File: src/rtl/multicycle_pkg.sv
// Shared encodings for the multi-cycle CPU control path: FSM states, opcodes,
// ALUOp / ALUSrcB / PCSource codes and the bundled control-word struct.
package multicycle_pkg;

  typedef logic [3:0] state_t;

  localparam state_t S_FETCH    = 4'd0;
  localparam state_t S_DECODE   = 4'd1;
  localparam state_t S_EXEC_R   = 4'd2;
  localparam state_t S_EXEC_I   = 4'd3;
  localparam state_t S_EXEC_LUI = 4'd4;
  localparam state_t S_MEM_ADDR = 4'd5;
  localparam state_t S_MEM_RD   = 4'd6;
  localparam state_t S_MEM_WB   = 4'd7;
  localparam state_t S_MEM_WR   = 4'd8;
  localparam state_t S_ALU_WB   = 4'd9;
  localparam state_t S_BRANCH   = 4'd10;
  localparam state_t S_JUMP     = 4'd11;

  localparam logic [5:0] OP_RTYPE = 6'b000000;
  localparam logic [5:0] OP_ADDI  = 6'b001000;
  localparam logic [5:0] OP_LUI   = 6'b001111;
  localparam logic [5:0] OP_LW    = 6'b100011;
  localparam logic [5:0] OP_SW    = 6'b101011;
  localparam logic [5:0] OP_BEQ   = 6'b000100;
  localparam logic [5:0] OP_BNE   = 6'b000101;
  localparam logic [5:0] OP_J     = 6'b000010;

  localparam logic [1:0] ALUOP_ADD   = 2'b00;
  localparam logic [1:0] ALUOP_SUB   = 2'b01;
  localparam logic [1:0] ALUOP_FUNCT = 2'b10;
  localparam logic [1:0] ALUOP_IMM   = 2'b11;

  localparam logic [1:0] SRCB_RT      = 2'b00;
  localparam logic [1:0] SRCB_FOUR    = 2'b01;
  localparam logic [1:0] SRCB_IMM     = 2'b10;
  localparam logic [1:0] SRCB_IMM_SH2 = 2'b11;

  localparam logic [1:0] PCSRC_ALU    = 2'b00;
  localparam logic [1:0] PCSRC_ALUOUT = 2'b01;
  localparam logic [1:0] PCSRC_JUMP   = 2'b10;

  typedef struct packed {
    logic       pc_write;
    logic       pc_write_cond;
    logic       branch_ne;
    logic [1:0] pc_source;
    logic       i_or_d;
    logic       mem_read;
    logic       mem_write;
    logic       ir_write;
    logic       mem_to_reg;
    logic       reg_write;
    logic       reg_dst;
    logic       alu_src_a;
    logic [1:0] alu_src_b;
    logic [1:0] alu_op;
    logic       instr_done;
    logic       err;
  } ctrl_t;

  // States that own the shared memory port and may stall on mem_ready_i.
  function automatic logic is_mem_state(input state_t s);
    return (s == S_FETCH) || (s == S_MEM_RD) || (s == S_MEM_WR);
  endfunction

endpackage

File: src/rtl/multicycle_opdec.sv
// Combinational opcode decoder: picks the state that follows DECODE and
// flags opcodes outside the supported subset.
module multicycle_opdec
  import multicycle_pkg::*;
#(
  parameter int OPW = 6
) (
  input  logic [OPW-1:0] opcode,
  output state_t         next_state,
  output logic           illegal
);

  always_comb begin
    next_state = S_FETCH;
    illegal    = 1'b0;
    case (opcode)
      OPW'(OP_RTYPE):       next_state = S_EXEC_R;
      OPW'(OP_ADDI):        next_state = S_EXEC_I;
      OPW'(OP_LUI):         next_state = S_EXEC_LUI;
      OPW'(OP_LW),
      OPW'(OP_SW):          next_state = S_MEM_ADDR;
      OPW'(OP_BEQ),
      OPW'(OP_BNE):         next_state = S_BRANCH;
      OPW'(OP_J):           next_state = S_JUMP;
      default: begin
        next_state = S_FETCH;
        illegal    = 1'b1;
      end
    endcase
  end

endmodule

File: src/rtl/multicycle_ctrl.sv
// Main control FSM of the multi-cycle MIPS-subset CPU; sequences ALU, memory,
// IR and register file, stalling on the shared memory port's ready handshake.
module multicycle_ctrl
  import multicycle_pkg::*;
#(
  parameter int OPW           = 6,
  parameter int FETCH_TIMEOUT = 0
) (
  input  logic           clk_i,
  input  logic           rst_i,
  input  logic [OPW-1:0] opcode_i,
  input  logic           zero_i,
  input  logic           mem_ready_i,
  output logic           pc_write_o,
  output logic           pc_write_cond_o,
  output logic           branch_ne_o,
  output logic [1:0]     pc_source_o,
  output logic           i_or_d_o,
  output logic           mem_read_o,
  output logic           mem_write_o,
  output logic           ir_write_o,
  output logic           mem_to_reg_o,
  output logic           reg_write_o,
  output logic           reg_dst_o,
  output logic           alu_src_a_o,
  output logic [1:0]     alu_src_b_o,
  output logic [1:0]     alu_op_o,
  output logic           instr_done_o,
  output logic           err_o
);

  localparam int            CW      = (FETCH_TIMEOUT > 0) ? $clog2(FETCH_TIMEOUT + 1) : 1;
  localparam logic [CW-1:0] TO_MAX  = CW'(FETCH_TIMEOUT);
  localparam logic [CW-1:0] TO_LAST = CW'(FETCH_TIMEOUT - 1);

  state_t          state_q;
  state_t          state_d;
  state_t          dec_state;
  logic            dec_illegal;
  logic [OPW-1:0]  op_q;
  logic            rtype_q;
  logic [CW-1:0]   wait_cnt;
  logic            waiting;
  logic            timeout_hit;
  ctrl_t           ctrl;
  ctrl_t           ctrl_out;

  // The branch comparison itself is done in the datapath; zero_i is not needed here.
  logic unused_zero;
  assign unused_zero = zero_i;

  multicycle_opdec #(.OPW(OPW)) u_opdec (
    .opcode     (opcode_i),
    .next_state (dec_state),
    .illegal    (dec_illegal)
  );

  assign waiting     = is_mem_state(state_q) && !mem_ready_i;
  assign timeout_hit = (FETCH_TIMEOUT != 0) && waiting && (wait_cnt == TO_LAST);

  always_ff @(posedge clk_i or posedge rst_i) begin
    if (rst_i) state_q <= S_FETCH;
    else       state_q <= state_d;
  end

  always_comb begin
    state_d = state_q;
    case (state_q)
      S_FETCH:    if (mem_ready_i) state_d = S_DECODE;
      S_DECODE:   state_d = dec_state;
      S_EXEC_R,
      S_EXEC_I,
      S_EXEC_LUI: state_d = S_ALU_WB;
      S_MEM_ADDR: state_d = (op_q == OPW'(OP_LW)) ? S_MEM_RD : S_MEM_WR;
      S_MEM_RD:   if (mem_ready_i) state_d = S_MEM_WB;
      S_MEM_WR:   if (mem_ready_i) state_d = S_FETCH;
      default:    state_d = S_FETCH;
    endcase
  end

  // Opcode is captured once in DECODE; later states never look at opcode_i.
  always_ff @(posedge clk_i or posedge rst_i) begin
    if (rst_i) begin
      op_q    <= '0;
      rtype_q <= 1'b0;
    end else if (state_q == S_DECODE) begin
      op_q    <= opcode_i;
      rtype_q <= (opcode_i == OPW'(OP_RTYPE));
    end
  end

  // Saturating wait counter: fires err once per stalled memory state, never wraps.
  always_ff @(posedge clk_i or posedge rst_i) begin
    if (rst_i) begin
      wait_cnt <= '0;
    end else if (state_d != state_q) begin
      wait_cnt <= '0;
    end else if ((FETCH_TIMEOUT != 0) && waiting && (wait_cnt != TO_MAX)) begin
      wait_cnt <= wait_cnt + CW'(1);
    end
  end

  always_comb begin
    ctrl = '0;
    case (state_q)
      S_FETCH: begin
        ctrl.mem_read  = 1'b1;
        ctrl.i_or_d    = 1'b0;
        ctrl.alu_src_a = 1'b0;
        ctrl.alu_src_b = SRCB_FOUR;
        ctrl.alu_op    = ALUOP_ADD;
        ctrl.pc_source = PCSRC_ALU;
        ctrl.ir_write  = mem_ready_i;
        ctrl.pc_write  = mem_ready_i;
      end
      S_DECODE: begin
        ctrl.alu_src_a  = 1'b0;
        ctrl.alu_src_b  = SRCB_IMM_SH2;
        ctrl.alu_op     = ALUOP_ADD;
        ctrl.err        = dec_illegal;
        ctrl.instr_done = dec_illegal;
      end
      S_EXEC_R: begin
        ctrl.alu_src_a = 1'b1;
        ctrl.alu_src_b = SRCB_RT;
        ctrl.alu_op    = ALUOP_FUNCT;
      end
      S_EXEC_I: begin
        ctrl.alu_src_a = 1'b1;
        ctrl.alu_src_b = SRCB_IMM;
        ctrl.alu_op    = ALUOP_ADD;
      end
      S_EXEC_LUI: begin
        ctrl.alu_src_a = 1'b1;
        ctrl.alu_src_b = SRCB_IMM;
        ctrl.alu_op    = ALUOP_IMM;
      end
      S_ALU_WB: begin
        ctrl.reg_write  = 1'b1;
        ctrl.mem_to_reg = 1'b0;
        ctrl.reg_dst    = rtype_q;
        ctrl.instr_done = 1'b1;
      end
      S_MEM_ADDR: begin
        ctrl.alu_src_a = 1'b1;
        ctrl.alu_src_b = SRCB_IMM;
        ctrl.alu_op    = ALUOP_ADD;
      end
      S_MEM_RD: begin
        ctrl.mem_read = 1'b1;
        ctrl.i_or_d   = 1'b1;
      end
      S_MEM_WB: begin
        ctrl.reg_write  = 1'b1;
        ctrl.mem_to_reg = 1'b1;
        ctrl.reg_dst    = 1'b0;
        ctrl.instr_done = 1'b1;
      end
      S_MEM_WR: begin
        ctrl.mem_write  = 1'b1;
        ctrl.i_or_d     = 1'b1;
        ctrl.instr_done = mem_ready_i;
      end
      S_BRANCH: begin
        ctrl.alu_src_a     = 1'b1;
        ctrl.alu_src_b     = SRCB_RT;
        ctrl.alu_op        = ALUOP_SUB;
        ctrl.pc_write_cond = 1'b1;
        ctrl.pc_source     = PCSRC_ALUOUT;
        ctrl.branch_ne     = op_q[0];
        ctrl.instr_done    = 1'b1;
      end
      S_JUMP: begin
        ctrl.pc_write   = 1'b1;
        ctrl.pc_source  = PCSRC_JUMP;
        ctrl.instr_done = 1'b1;
      end
      default: ctrl = '0;
    endcase
    if (timeout_hit) ctrl.err = 1'b1;
  end

  // Reset forces every control line low immediately, so nothing is written mid-reset.
  assign ctrl_out = rst_i ? '0 : ctrl;

  assign pc_write_o      = ctrl_out.pc_write;
  assign pc_write_cond_o = ctrl_out.pc_write_cond;
  assign branch_ne_o     = ctrl_out.branch_ne;
  assign pc_source_o     = ctrl_out.pc_source;
  assign i_or_d_o        = ctrl_out.i_or_d;
  assign mem_read_o      = ctrl_out.mem_read;
  assign mem_write_o     = ctrl_out.mem_write;
  assign ir_write_o      = ctrl_out.ir_write;
  assign mem_to_reg_o    = ctrl_out.mem_to_reg;
  assign reg_write_o     = ctrl_out.reg_write;
  assign reg_dst_o       = ctrl_out.reg_dst;
  assign alu_src_a_o     = ctrl_out.alu_src_a;
  assign alu_src_b_o     = ctrl_out.alu_src_b;
  assign alu_op_o        = ctrl_out.alu_op;
  assign instr_done_o    = ctrl_out.instr_done;
  assign err_o           = ctrl_out.err;

endmodule

File: config.mk
export PLATFORM = sky130hd
export DESIGN_NAME = multicycle_ctrl
export DESIGN_NICKNAME = d
export VERILOG_FILES = /design/src/rtl/multicycle_pkg.sv /design/src/rtl/multicycle_opdec.sv /design/src/rtl/multicycle_ctrl.sv
export SDC_FILE = /design/constraint.sdc
export NUM_CORES = 1
export LEC_CHECK = 0
export CAP_MARGIN = 20
export CORE_ASPECT_RATIO = 0.7
export CORE_MARGIN = 10
export CORE_UTILIZATION = 29
export CTS_BUF_LIST = sky130_fd_sc_hd__clkbuf_8
export DETAILED_ROUTE_END_ITERATION = 10
export GPL_ROUTABILITY_DRIVEN = 0
export PLACE_DENSITY = 0.64
export SYNTH_ARGS = -nofsm -noshare
export SYNTH_HDL_FRONTEND = slang
export SYNTH_SLANG_ARGS = --single-unit
File: constraint.sdc
create_clock -name clk_i -period 2.8 [get_ports clk_i]
set_clock_uncertainty 0.15 [all_clocks]
set_input_delay 0.28 -clock clk_i [delete_from_list [all_inputs] [get_ports clk_i]]
set_output_delay 0.28 -clock clk_i [all_outputs]
set_load 0.05 [all_outputs]
* Word-level counts from Yosys, hierarchy flattened *
Cells that the tools add are included.

word-level totals
  output and inout port bits = 19
  bits of input ports = 10
  logic and storage cells = 55
  bits in registers = 11

cells by class
  reduce and logical (&&, ||, !) cells = 11
  eq/ne operators = 22
  multiplexer cells = 19

operators by type and width
  cell                                                              count
  4-bit one-hot mux with 6 select lines                             2
  5-bit one-hot mux with 6 select lines                             1
  19-bit two-way mux                                                1
  6-bit == test (second input constant)                             3
  4-bit by 3-bit == test with 1-bit output (second input constant)  4
  4-bit == test (second input constant)                             4
  4-bit two-way mux                                                 4
  6-bit by 3-bit == test with 1-bit output (second input constant)  2
  6-bit by 4-bit == test with 1-bit output (second input constant)  2
  2-bit OR reduction                                                5
  4-bit by 2-bit == test with 1-bit output (second input constant)  2
  8-bit OR reduction                                                1
  6-bit by 2-bit == test with 1-bit output (second input constant)  1
  6-bit logical NOT                                                 1
  1-bit two-way mux                                                 6
  2-bit inequality test (second input constant)                     3
  3-bit one-hot mux with 2 select lines                             1
  4-bit by 1-bit == test with 1-bit output (second input constant)  1
  4-bit logical NOT                                                 1
  2-bit one-hot mux with 2 select lines                             1
  4-bit OR reduction                                                1
  1-bit one-hot mux with 3 select lines                             1
  3-bit AND reduction                                               1
  3-bit OR reduction                                                1
  2 further kinds                                                   2

* Longest topological paths before layout *
  depth after elaboration = 5
  depth in mapped cells = 5
  gate-level depth less buffers = 4

* Modules after synthesis *
A second synthesis with hierarchy kept.

second synthesis, totals
  cell total of the unflattened synthesis = 105
  area total of the unflattened synthesis = 893.4 sq um

by module, submodules not included
  module            times used  seq. area each (sq um)  area each (sq um)  cells each
  multicycle_ctrl   1           275.3                   773.2              87
  multicycle_opdec  1           0.0                     120.1              18

* Worst setup path after synthesis *
Ideal clock, no wire load.

  path kind = register to output
  start = reg state_q[2]
  end = out alu_src_b_o[1]
  path buffers = 2
  slack = -0.904 ns
  arrival = 3.274 ns
  cell stages (with the launch flop) = 5
  data required time = 2.370 ns
  cells stage by stage = dfrtp_1 buf_2 clkbuf_1 nor2_1 a2111oi_0

between the ends
  word-level cells in the longest chain between the ends = 4
  elaborated cells between the ends (all ways) = 10
  classes of those cells = eq/ne: 6; mux: 2; reduce/logical: 2

RTL lines
  item                                                                                                  line                    source
  start, declared                                                                                       multicycle_ctrl.sv:36   state_t state_q;
  start signal, assigned                                                                                multicycle_ctrl.sv:63   else state_q <= state_d;
  4-bit by 3-bit == test with 1-bit output or 4-bit by 2-bit == test with 1-bit output (tied branches)  multicycle_ctrl.sv:105  case (state_q)
  2-bit OR reduction (no line)                                                                          --
  5-bit one-hot mux with 6 select lines *                                                               multicycle_ctrl.sv:105
  19-bit two-way mux *                                                                                  multicycle_ctrl.sv:184  assign ctrl_out = rst_i ? '0 : ctrl;
  end, declared                                                                                         multicycle_ctrl.sv:26   output logic [1:0] alu_src_b_o,

Mark *: on every way between the ends. The rest lies on a longest branch, timed or not.

* Worst setup path in the final report *
  start = in opcode_i[2]
  end = out instr_done_o

between the ends
  word-level cells in the longest chain between the ends = 5
  elaborated cells between the ends (all ways) = 12
  classes of those cells = eq/ne: 7; mux: 3; reduce/logical: 2

RTL lines
  item                                                                    line                    source
  start, declared                                                         multicycle_ctrl.sv:11   input logic [OPW-1:0] opcode_i,
  6-bit by 4-bit == test with 1-bit output, or another cell as far along  multicycle_opdec.sv:16  case (opcode)
  8-bit OR reduction (no line) *                                          --
  1-bit two-way mux *                                                     multicycle_opdec.sv:16
  1-bit one-hot mux with 3 select lines *                                 multicycle_ctrl.sv:105
  19-bit two-way mux *                                                    multicycle_ctrl.sv:184
  end, declared                                                           multicycle_ctrl.sv:28   output logic instr_done_o,

Marks and branches as above.

==> results.json <==
{
  "status": "completed",
  "portBuffers": 27,
  "grt_pass1_vias": 870,
  "vias": 901,
  "clk_pin_slew_ps": 50,
  "r2r_start": "state_q[1]",
  "fin_cells": 168,
  "r2r_slack_ps": 1070,
  "cts_max_level": 1,
  "synth_area_um2": 851,
  "reg2regPathDepth": 3,
  "holdCritPathClass": "primary input to asynchronous set/reset pin",
  "tns_ps": 0,
  "synth_flop_cell": "dfrtp_1",
  "worst-setup-path-type": "primary input to output port",
  "p_leak_uw": 0.000514,
  "num-nets-final": 143,
  "drt-total-wl_mm": 2.43,
  "postCtsSetupBuffers": 0,
  "dr.pass1.iters": 4,
  "fillers": 264,
  "r2r_end": "state_q[2]",
  "antenna_found_initial": 0,
  "clock_path_buffers": 2,
  "max_slew_margin_pct": 64.1,
  "final_util_pct": 46.1,
  "final_hold_viol_count": 0,
  "irDropWorstVdd_mv": 0.290,
  "rows": 16,
  "dpl.hpwl_mm": 1.99,
  "insertion_delay_ps": 240,
  "die_w_um": 84.7,
  "core_area_mm2": 0.00280,
  "whs_ps": 235,
  "setup_violations": 0,
  "postSynthRegisterBits": 11,
  "slew_viol_final": 0,
  "synthesis.nets": 114,
  "grt_pass1_wl_mm": 4.29,
  "drive_gt1_share_pct": 27.3,
  "overflow": 0,
  "cts.sinks": 11,
  "grt_max_degree": 13,
  "syn_inst": 104,
  "avgRoutedWirePerCell_um": 14.5,
  "synth-seq-area-share_pct": 32.4,
  "drtAntennaViolNets": 0,
  "startpoint_type": "primary input",
  "die_h_um": 65.3,
  "root_buffer": "clkbuf_8",
  "cap_violations": 0,
  "max_freq_mhz": 420,
  "required_ps": 2370,
  "insertedDiodeCount": 0,
  "ys_types": 38,
  "initial_core_util_pct": 30.4,
  "crit_arrival_ps": 1950,
  "ys_async_sr_fraction_pct": 100,
  "worst_pin_slew_ps": 534,
  "drtIter0Drc": 103,
  "cp_max_fo": 8,
  "dieArea_mm2": 0.00553,
  "fin_crit_sh_pct": 85.1,
  "cts_resized": 0,
  "grt.total_usage_pct": 9.02,
  "synth_edf_count": 0,
  "drc": 0,
  "cts_tree": "built",
  "viasPerCell": 5.36,
  "min_period_ps": 2380,
  "ctsHoldBuffers": 0,
  "syn_to_final_growth_pct": 51.9,
  "grt_setup_unrepaired": "false",
  "endpoint_kind": "output port",
  "syn_avg_cell_area_um2": 8.18,
  "cts-buffers-inserted": 3,
  "powerDensity_mw_per_mm2": 716,
  "io_pins": 29,
  "dp_cells": 164,
  "yosys_warnings": 0
}
-- report_power, final --
group | internal, uW | total, uW | switching (uW) | leakage [uW]
logic | 214 | 495 | 282 | 0.000349
registers | 217 | 276 | 59.1 | 0.000138
clock network | 96.1 | 154 | 57.9 | 0.0000269
-- worst max-delay path by stage --
stage / startpoint / endpoint / slack, ps
final: opcode_i[2] / instr_done_o / 420
after global routing: opcode_i[2] / instr_done_o / 330
after CTS: opcode_i[2] / instr_done_o / 420
after detailed placement: opcode_i[2] / instr_done_o / 430
after global placement: opcode_i[2] / instr_done_o / 490
after floorplan: state_q[3] / pc_write_o / -40
-- worst max-delay path, stage by stage --
cell,delay (ps)
clkdlybuf4s50_1,620
nor3_1,120
a22oi_1,250
o211ai_1,170
a31oi_1,320
buf_12,180
-- cell type report --
class,count,area (um^2),share of cell area [%]
clock buffers,3,41.3,3.19
multi-input cells,79,537,41.5
clock inverters,1,3.75,0.290
flip-flops and latches,11,275,21.3
well taps,36,45.0,3.48
inverters,4,15.0,1.16
repair buffers,34,375,29.0
-- cell usage in the layout, fill, tap and decap left out, types with 4 or more instances in the layout --
master / n
nor3_1: 7
clkdlybuf4s50_1: 8
mux2_1: 6
a21oi_1: 6
dfrtp_1: 11
nand2b_1: 4
buf_4: 18
nand2_1: 7
nor2_1: 8
o21ai_0: 4
inv_1: 5
buf_12: 8
nor4_1: 4
a31oi_1: 4
-- cells in the mapped netlist (2+ instances only) --
cell type,n,share of area (%)
dfrtp_1,11,32
nor2_1,8,3.5
nor3_1,8,4.7
nand2_1,7,3.1
a21oi_1,6,3.5
mux2_1,6,7.9
nor4_1,5,3.7
a31oi_1,4,2.9
clkbuf_1,4,1.8
inv_1,4,1.8
nand2b_1,4,2.9
o21ai_0,4,2.4
or3_1,3,2.2
a2111oi_0,2,2.1
buf_1,2,0.88
buf_2,2,1.2
buf_4,2,1.8
mux2_2,2,2.6
-- stage by stage --
stage / cell area [um^2] / power (uW) / worst slack, ps
finish: 1290 / 925 / 418
global placement: 1250 / 763 / 495
CTS: 1290 / 931 / 416
floorplan: 875 / 592 / -41.1
detailed placement: 1250 / 777 / 426
global route: 1290 / 988 / 329
-- registers in the layout, summed over array words and instances, names as in the netlist --
| register | flops |
|---|---|
| op_q | 6 |
| rtype_q | 1 |
| state_q | 4 |
-- per-layer routing --
metal / track usage, % / vias up / routed length [um]
li1: - / 435 / -
met1: 11.6 / 429 / 1080
met2: 13.9 / 32 / 1150
met3: 3.20 / 5 / 178
met4: 2.46 / 0 / 26
met5: 0 / - / 0
-- kinds of logic after synthesis --
group                     share of synthesized area, %
AOI/OAI and AO/OA                                 16.5
xor gates and xnor gates                          1.03
buffers and inverters                             7.35
DFF                                               32.4
muxes                                             11.8
and+or+nand+nor                                   31.0
No activity file was read; power rests on OpenSTA's default activity.
